### config.mk
export PLATFORM = sky130hd
export DESIGN_NAME = lcd_pixel_feeder
export DESIGN_NICKNAME = d
export VERILOG_FILES = /design/src/rtl/lcd_pixel_feeder.sv
export SDC_FILE = /design/constraint.sdc
export NUM_CORES = 1
export LEC_CHECK = 0
export ABC_CLOCK_PERIOD_IN_PS = 4680
export CAP_MARGIN = 10
export CORE_MARGIN = 3
export CORE_UTILIZATION = 40
export CTS_BUF_LIST = sky130_fd_sc_hd__clkbuf_4 sky130_fd_sc_hd__clkbuf_8
export DETAILED_ROUTE_END_ITERATION = 6
export GPL_ROUTABILITY_DRIVEN = 0
export SLEW_MARGIN = 20
export SYNTH_ARGS = -nofsm -noshare
export SYNTH_HDL_FRONTEND = slang
export SYNTH_SLANG_ARGS = --single-unit
### constraint.sdc
create_clock -name clk -period 4.68 [get_ports clk]
set_input_delay 0.936 -clock clk [delete_from_list [all_inputs] [get_ports clk]]
set_output_delay 0.936 -clock clk [all_outputs]
set_load 0.01 [all_outputs]
### src/rtl/lcd_pixel_feeder.sv
// Pixel prefetcher for the LCD timing generator: fetches fixed-size bursts from
// frame memory into a local FIFO and pops one RGB565 word per lcd_read strobe.
module lcd_pixel_feeder #(
  parameter int          ADDR_W        = 21,
  parameter int          FRAME_PIXELS  = 307200,
  parameter int          FIFO_DEPTH    = 64,
  parameter int          BURST         = 16,
  parameter logic [15:0] UNDERFLOW_PIX = 16'hF800
) (
  input  logic                          clk,
  input  logic                          reset,
  input  logic                          frame_start,
  input  logic                          lcd_read,
  output logic [15:0]                   lcd_readdata,
  output logic                          mem_req,
  output logic [ADDR_W-1:0]             mem_addr,
  input  logic                          mem_gnt,
  input  logic                          mem_rvalid,
  input  logic [15:0]                   mem_rdata,
  output logic                          underflow,
  output logic [$clog2(FIFO_DEPTH):0]   fifo_level
);

  localparam int PTR_W = $clog2(FIFO_DEPTH);

  typedef enum logic [1:0] {IDLE, REQ, RECV, DRAIN} state_t;

  state_t            state;
  logic [15:0]       fifo_mem [FIFO_DEPTH];
  logic [PTR_W-1:0]  wr_ptr;
  logic [PTR_W-1:0]  rd_ptr;
  logic [PTR_W:0]    reserved;
  logic [ADDR_W-1:0] fetch_ptr;
  logic [ADDR_W-1:0] fetch_next;
  logic              do_push;
  logic              do_pop;
  logic              rvalid_ok;
  logic              room;
  logic              last_word;

  always_comb begin
    // NOTE: combinational outputs get a value on every path, so no latch is inferred.
    rvalid_ok  = mem_rvalid && (state == RECV || state == DRAIN);
    do_push    = mem_rvalid && (state == RECV) && !frame_start;
    do_pop     = lcd_read && !frame_start && (fifo_level != '0);
    last_word  = rvalid_ok && (reserved == (PTR_W+1)'(1));
    room       = ({1'b0, fifo_level} + {1'b0, reserved}) <= (PTR_W+2)'(FIFO_DEPTH - BURST);
    fetch_next = (fetch_ptr >= ADDR_W'(FRAME_PIXELS - BURST)) ? '0
                                                               : fetch_ptr + ADDR_W'(BURST);
  end

  // Burst fetch control; only one burst is ever outstanding.
  always_ff @(posedge clk or posedge reset) begin
    if (reset) begin
      state     <= IDLE;
      mem_req   <= 1'b0;
      mem_addr  <= '0;
      reserved  <= '0;
      fetch_ptr <= '0;
    end else begin
      if (rvalid_ok) reserved <= reserved - (PTR_W+1)'(1);
      unique case (state)
        IDLE: begin
          if (!frame_start && room) begin
            state    <= REQ;
            mem_req  <= 1'b1;
            mem_addr <= fetch_ptr;
          end
        end
        REQ: begin
          if (mem_gnt) begin
            // A grant that coincides with frame_start still delivers a burst.
            reserved  <= (PTR_W+1)'(BURST);
            fetch_ptr <= fetch_next;
            mem_req   <= 1'b0;
            state     <= frame_start ? DRAIN : RECV;
          end else if (frame_start) begin
            mem_req <= 1'b0;
            state   <= IDLE;
          end
        end
        RECV: begin
          if (last_word)        state <= IDLE;
          else if (frame_start) state <= DRAIN;
        end
        DRAIN: begin
          if (last_word) state <= IDLE;
        end
      endcase
      if (frame_start) fetch_ptr <= '0;
    end
  end

  // NOTE: the FIFO storage has no reset; pointers and level alone define its contents.
  always_ff @(posedge clk) begin
    if (do_push) fifo_mem[wr_ptr] <= mem_rdata;
  end

  always_ff @(posedge clk or posedge reset) begin
    if (reset) begin
      wr_ptr       <= '0;
      rd_ptr       <= '0;
      fifo_level   <= '0;
      lcd_readdata <= '0;
      underflow    <= 1'b0;
    end else if (frame_start) begin
      wr_ptr     <= '0;
      rd_ptr     <= '0;
      fifo_level <= '0;
      underflow  <= 1'b0;
      if (lcd_read) lcd_readdata <= UNDERFLOW_PIX;
    end else begin
      if (do_push) wr_ptr <= wr_ptr + PTR_W'(1);
      if (do_pop) begin
        lcd_readdata <= fifo_mem[rd_ptr];
        rd_ptr       <= rd_ptr + PTR_W'(1);
      end else if (lcd_read) begin
        lcd_readdata <= UNDERFLOW_PIX;
        underflow    <= 1'b1;
      end
      unique case ({do_push, do_pop})
        2'b10:   fifo_level <= fifo_level + (PTR_W+1)'(1);
        2'b01:   fifo_level <= fifo_level - (PTR_W+1)'(1);
        default: ;
      endcase
    end
  end

endmodule

==> results of run 1 <==
sequential cells by signal, summed over array words and instances, names as in the netlist:
name	count
mem_req	1
wr_ptr	6
fifo_mem	1024
mem_addr	17
reserved	7
state	2
underflow	1
rd_ptr	6
fifo_level	7
fetch_ptr	17
lcd_readdata	16
cells in the final DEF (no fill, tap or decap), types with 35 or more instances in the layout:
master / count
edfxtp_1: 1024
mux4_2: 264
clkbuf_8: 181
nor2_1: 129
buf_4: 115
mux2i_1: 76
dfrtp_1: 75
clkbuf_4: 70
nand2_1: 55
clkdlybuf4s50_1: 47
a21oi_1: 36
clkinv_1: 35
kinds of logic after synthesis:
kind of cell | synth area share, %
DFF | 75.5
xor gates and xnor gates | 0.484
and+or+nand+nor | 3.52
AOI/OAI and AO/OA | 2.56
buffers and inverters | 1.32
other | 0.00864
muxes | 16.2
adders and majority gates | 0.450
synthesized netlist by cell type, drive strengths merged, types with 11 or more instances:
cell type     n
mux2i        76
a22o         15
xor2         12
xnor2        12
a31oi        11
mux4        264
dfrtp        80
o22ai        24
nand2b       12
nor2b        23
mux2         28
edfxtp     1024
nor3         30
a22oi        15
a21oi        36
clkbuf       37
ha           14
nand2        55
nor2        131
buf          76
nand3        18
o21ai        22
layer usage:
metal	vias up	wire length [um]	global-route usage (%)
li1	9264	-	-
met1	11700	45500	27.0
met2	855	51000	30.2
met3	172	7450	3.75
met4	0	3110	6.91
met5	-	0	0
report_power, final:
group / total, W / switching, W / internal, W
clock: 0.00804 / 0.00379 / 0.00425
sequential: 0.0113 / 0.000348 / 0.0109
combinational: 0.00390 / 0.00201 / 0.00188
total: 0.0232 / 0.00616 / 0.0171
critical path, cell delays in order (launching register included):
cell,delay (ns)
dfrtp_4,0.77
buf_12,0.43
mux4_2,0.65
mux4_2,0.48
mux2i_1,0.51
nand2_1,0.12
a21oi_1,0.17
nor2_1,0.05
through the flow:
step | cell area, sq um | hold slack, ns | setup slack (ns) | util (%)
5_1_grt | 49600 | 0.521 | 1.09 | 46.2
3_3_place_gp | 46100 | 0.470 | 0.999 | 43.0
6_report | 49600 | 0.488 | 1.24 | 46.2
3_5_place_dp | 46100 | 0.483 | 1.09 | 43.0
4_1_cts | 49600 | 0.497 | 1.20 | 46.2
2_1_floorplan | 43400 | 0.468 | 1.33 | -
area by class of cell:
type,instances,share of cell area (%)
Inverter,6,0.0505
Antenna cell,1,0.00505
Sequential cell,1104,66.1
Multi-Input combinational cell,899,20.4
Clock inverter,66,0.850
Clock buffer,251,6.08
Tap cell,1403,3.54
Timing Repair Buffer,181,3.03
path summary, 6_finish.rpt:
path / from / end / slack [ns] / cells after the start
hold / removal: mem_req / mem_req / 0.49 / 1
setup / recovery: rd_ptr[1] / lcd_readdata[8] / 1.24 / 7
min in group asynchronous: reset / state[0] / 0.58 / 2
setup reg to reg: rd_ptr[1] / lcd_readdata[8] / 1.24 / 7
max in group asynchronous: reset / lcd_readdata[2] / 3.24 / 3
hold reg to reg: mem_req / mem_req / 0.49 / 1
==> impl_metrics.ini, run 1 <==
[clock_network]
clock-sinks = 1104
cts_tree = built
cts_buffers = 175
root_buffer = clkbuf_8
cts_resized = 0
post-cts-setup-buffers = 0
clk_latency_ns = 0.85
cts_hold_buf = 0
path_clk_slew_ns = 0.06
clk_path_buf_depth = 3
h-tree-depth = 4

[power]
power_density_nw_per_um2 = 468
ir_drop_uv = 268
total_power_w = 0.0232
leakagePower_nw = 15.6

[worst_setup_path]
crit_arrival_ns = 4.16
setup.worst_path.class = register to register
end_kind = register
worstPathRequired_ns = 5.40
cp_max_fo = 59
start_kind = register

[outcome]
status = complete, no violations

[grt]
grt_max_degree = 65
grt_pass1_vias = 22800
grt_usage_pct = 19.3
grt_pass1_wl_um = 157000
gr-total-overflow = 0
antenna_found_initial = 3

[synthesis]
synthTopCellsByArea = edfxtp_1 71%, mux4_2 14%, dfrtp_1 4.6%
synthCells = 2119
synth.top_cell.area_share_pct = 70.9
ys_types = 61
ys_ff_latch = 1104
synth_edf_count = 1024
synthFlopType = edfxtp_1
netlist_area_sq_um = 43400
ys_warn_count = 0
synth_largest_area_cell = edfxtp_1
syn_area_per_cell_sq_um = 20.5
synthArstFlopShare_pct = 7.25
ys_seq_area_share_pct = 75.5

[routing]
dr.pass1.iters = 5
drt_iter0_markers = 2502
avgViaCountPerCell = 5.61
routed_wl_um = 107000
post_drt_wl_per_cell_um = 27.4
drc = 0
vias = 21900
antenna_left = 0

[timing]
timing.final.hold_violations = 0
slew_headroom_pct = 27.2
min_period_ns = 3.44
max_freq_ghz = 0.290
fin_crit_sh_pct = 73.6
setup_viol = 0
skew_ns = 0.0479
tightest_slew_ns = 1.09
setup_tns_ns = 0
final_max_slew_viol_count = 0
rsz0062_at_grt = false

[die]
fp-row-count = 120
pin_count = 68
start_util_pct = 40.4
die_area_sq_um = 112000
die_w_um = 335
core_area_sq_um = 107000
die_h_um = 335

[layout]
areaGrowthSynthToFinish_pct = 14.3
fin_nets = 2404
multi_input_area_sq_um = 10100
drive_above_1_share_pct = 28.9
layout.cells.non_filler = 3911
seqCellArea_sq_um = 32800
n_fill_cell = 8886

[job]
drv_cap = 0

[placement]
port_buffers = 63
dp.cells = 3592
hpwl_um = 66200

[hold_path]
hold_path_class = register to register
Power figures use the tool's default switching activity.
==> run 2: changes to the inputs <==
- ABC_CLOCK_PERIOD_IN_PS: 4680 -> 2900
- clock period: 4.68 -> 2.9 ns (I/O delays scaled with it)
==> impl_metrics.ini, run 2 (synthesis gave the netlist of run 1 again) <==
[outcome]
status = complete, no violations

[timing]
rsz0062_at_grt = false
final_max_slew_viol_count = 0
fin_crit_sh_pct = 96.8
skew_ns = 0.0424
setup_viol = 0
timing.final.hold_violations = 0
tightest_slew_ns = 0.900
max_freq_ghz = 0.356
whs_ns = 0.177
fin_ws_ns = 0.0934
min_period_ns = 2.81
slew_headroom_pct = 40.0

[die]
core_area_sq_um = 107000
start_util_pct = 40.4
die_w_um = 335
fp-row-count = 120
die_area_sq_um = 112000
die_h_um = 335
pin_count = 68

[worst_setup_path]
crit_arrival_ns = 3.50
cp_top_family = multiplexers
critPathBufInv = 1
start_kind = register
cp.depth = 7
max_stage_delay_ns = 0.61
worstRegToRegCells = 7
path_common_cell = mux4_2
end_kind = register
cp_max_fo = 26
setup.worst_path.class = register to register
crit_slowest_cell = mux4_2
path_cells = buf_12 -> mux4_2 -> mux4_2 -> mux2i_1 -> nand2_1 -> a21oi_1 -> nor2_1
worstPathRequired_ns = 3.60

[clock_network]
clk_path_buf_depth = 3
clock-sinks = 1104
cts_hold_buf = 0
clk_latency_ns = 0.82
path_clk_slew_ns = 0.06
cts_buffers = 172
h-tree-depth = 4
cts_tree = built
root_buffer = clkbuf_8

[placement]
dp_slack_ns = -0.0752
place_area_sq_um = 47900
hpwl_um = 68700
port_buffers = 63

[layout]
largest_reg_flops = 1024
mostFrequentLayoutCell = edfxtp_1
areaGrowthSynthToFinish_pct = 18.0
largestRegisters = fifo_mem x1024, fetch_ptr x17, mem_addr x17
layout_common_cells = 1024 x edfxtp_1, 264 x mux4_2, 182 x clkbuf_8
max_flop_register = fifo_mem
fin_area_sq_um = 51200
n_fill_cell = 8704
drive_above_1_share_pct = 31.2
multi_input_area_sq_um = 10100
fin_nets = 2499
seqCellArea_sq_um = 32800

[grt]
antenna_found_initial = 5
grt_usage_pct = 19.5
grt_pass1_vias = 22900
gr-total-overflow = 0
grt_pass1_wl_um = 159000
grt_max_degree = 87

[power]
leakagePower_nw = 16.3
p_comb_share_pct = 19.1
power_frac_clock_pct = 33.3
power_density_nw_per_um2 = 738
swShare_pct = 26.2
internal-power_w = 0.0279
seq_power_share_pct = 47.6
ir_drop_uv = 443
power.switching_w = 0.00989

[routing]
drt_iter0_markers = 2392
post_drt_wl_per_cell_um = 27.1
route.met2.wl_um = 51400
met3_length_um = 8160
routed_wl_um = 108000
drc = 0
avgViaCountPerCell = 5.60
wl_met1_um = 46000
vias = 22300
antenna_left = 0
dr.pass1.iters = 6
top_layer_used = met5

[job]
drv_cap = 0

[hold_path]
hold_path_class = input port to asynchronous set/reset pin
[run 2: repair_timing]
action,CTS,global route
gates resized for setup,0,4
setup buffers,0,3
endpoints found under the setup margin,0,20
[run 2: final timing paths]
path | from | end | slack (ns)
max in group asynchronous | reset | rd_ptr[2] | 2.04
worst min register to register | mem_req | mem_req | 0.48
worst min-delay path | reset | reserved[3] | 0.18
min in group clk | mem_rdata[7] | fifo_mem[5][7] | 0.27
worst max register to register | rd_ptr[1] | lcd_readdata[5] | 0.09
worst max-delay path | rd_ptr[1] | lcd_readdata[5] | 0.09
[run 2: final cells by class]
| class | count | area share, % |
|---|---|---|
| antenna | 4 | 0.0196 |
| clock buffer | 236 | 5.69 |
| clock inverter | 62 | 0.721 |
| inverter | 6 | 0.0464 |
| multi-input combinational | 899 | 19.8 |
| sequential | 1104 | 64.0 |
| tap | 1403 | 3.43 |
| timing repair buffer | 279 | 6.30 |
[run 2: layer usage]
metal	vias up	global-route usage [%]
li1	9447	-
met1	11800	27.5
met2	906	30.4
met3	160	4.32
met4	2	5.89
met5	-	0
[run 2: worst reg2reg max path: cells and delay by family, from the launching register on]
family,cells,cell delay [ns]
DFF,1,0.56
AOI/OAI and AO/OA,1,0.18
buffers and inverters,1,0.28
and+or+nand+nor,2,0.17
muxes,3,1.51
[run 2: through the flow]
| stage | total power (W) | instances | TNS, ns | util, % |
|---|---|---|---|---|
| after floorplan | 0.0227 | 2122 | 0 | - |
| after global placement | 0.0254 | 3688 | -9.87 | 44.6 |
| after detailed placement | 0.0255 | 3688 | -4.39 | 44.6 |
| after CTS | 0.0382 | 3986 | 0 | 47.6 |
| after global routing | 0.0394 | 3991 | 0 | 47.7 |
| final | 0.0378 | 3993 | 0 | 47.7 |
[run 2: power by group through the flow]
stage	Sequential, W	Clock (W)	Combinational [W]
3_3_place_gp	0.0183	0	0.00711
2_1_floorplan	0.0182	0	0.00453
4_1_cts	0.0180	0.0129	0.00725
6_report	0.0180	0.0126	0.00723
5_1_grt	0.0180	0.0137	0.00774
3_5_place_dp	0.0183	0	0.00722
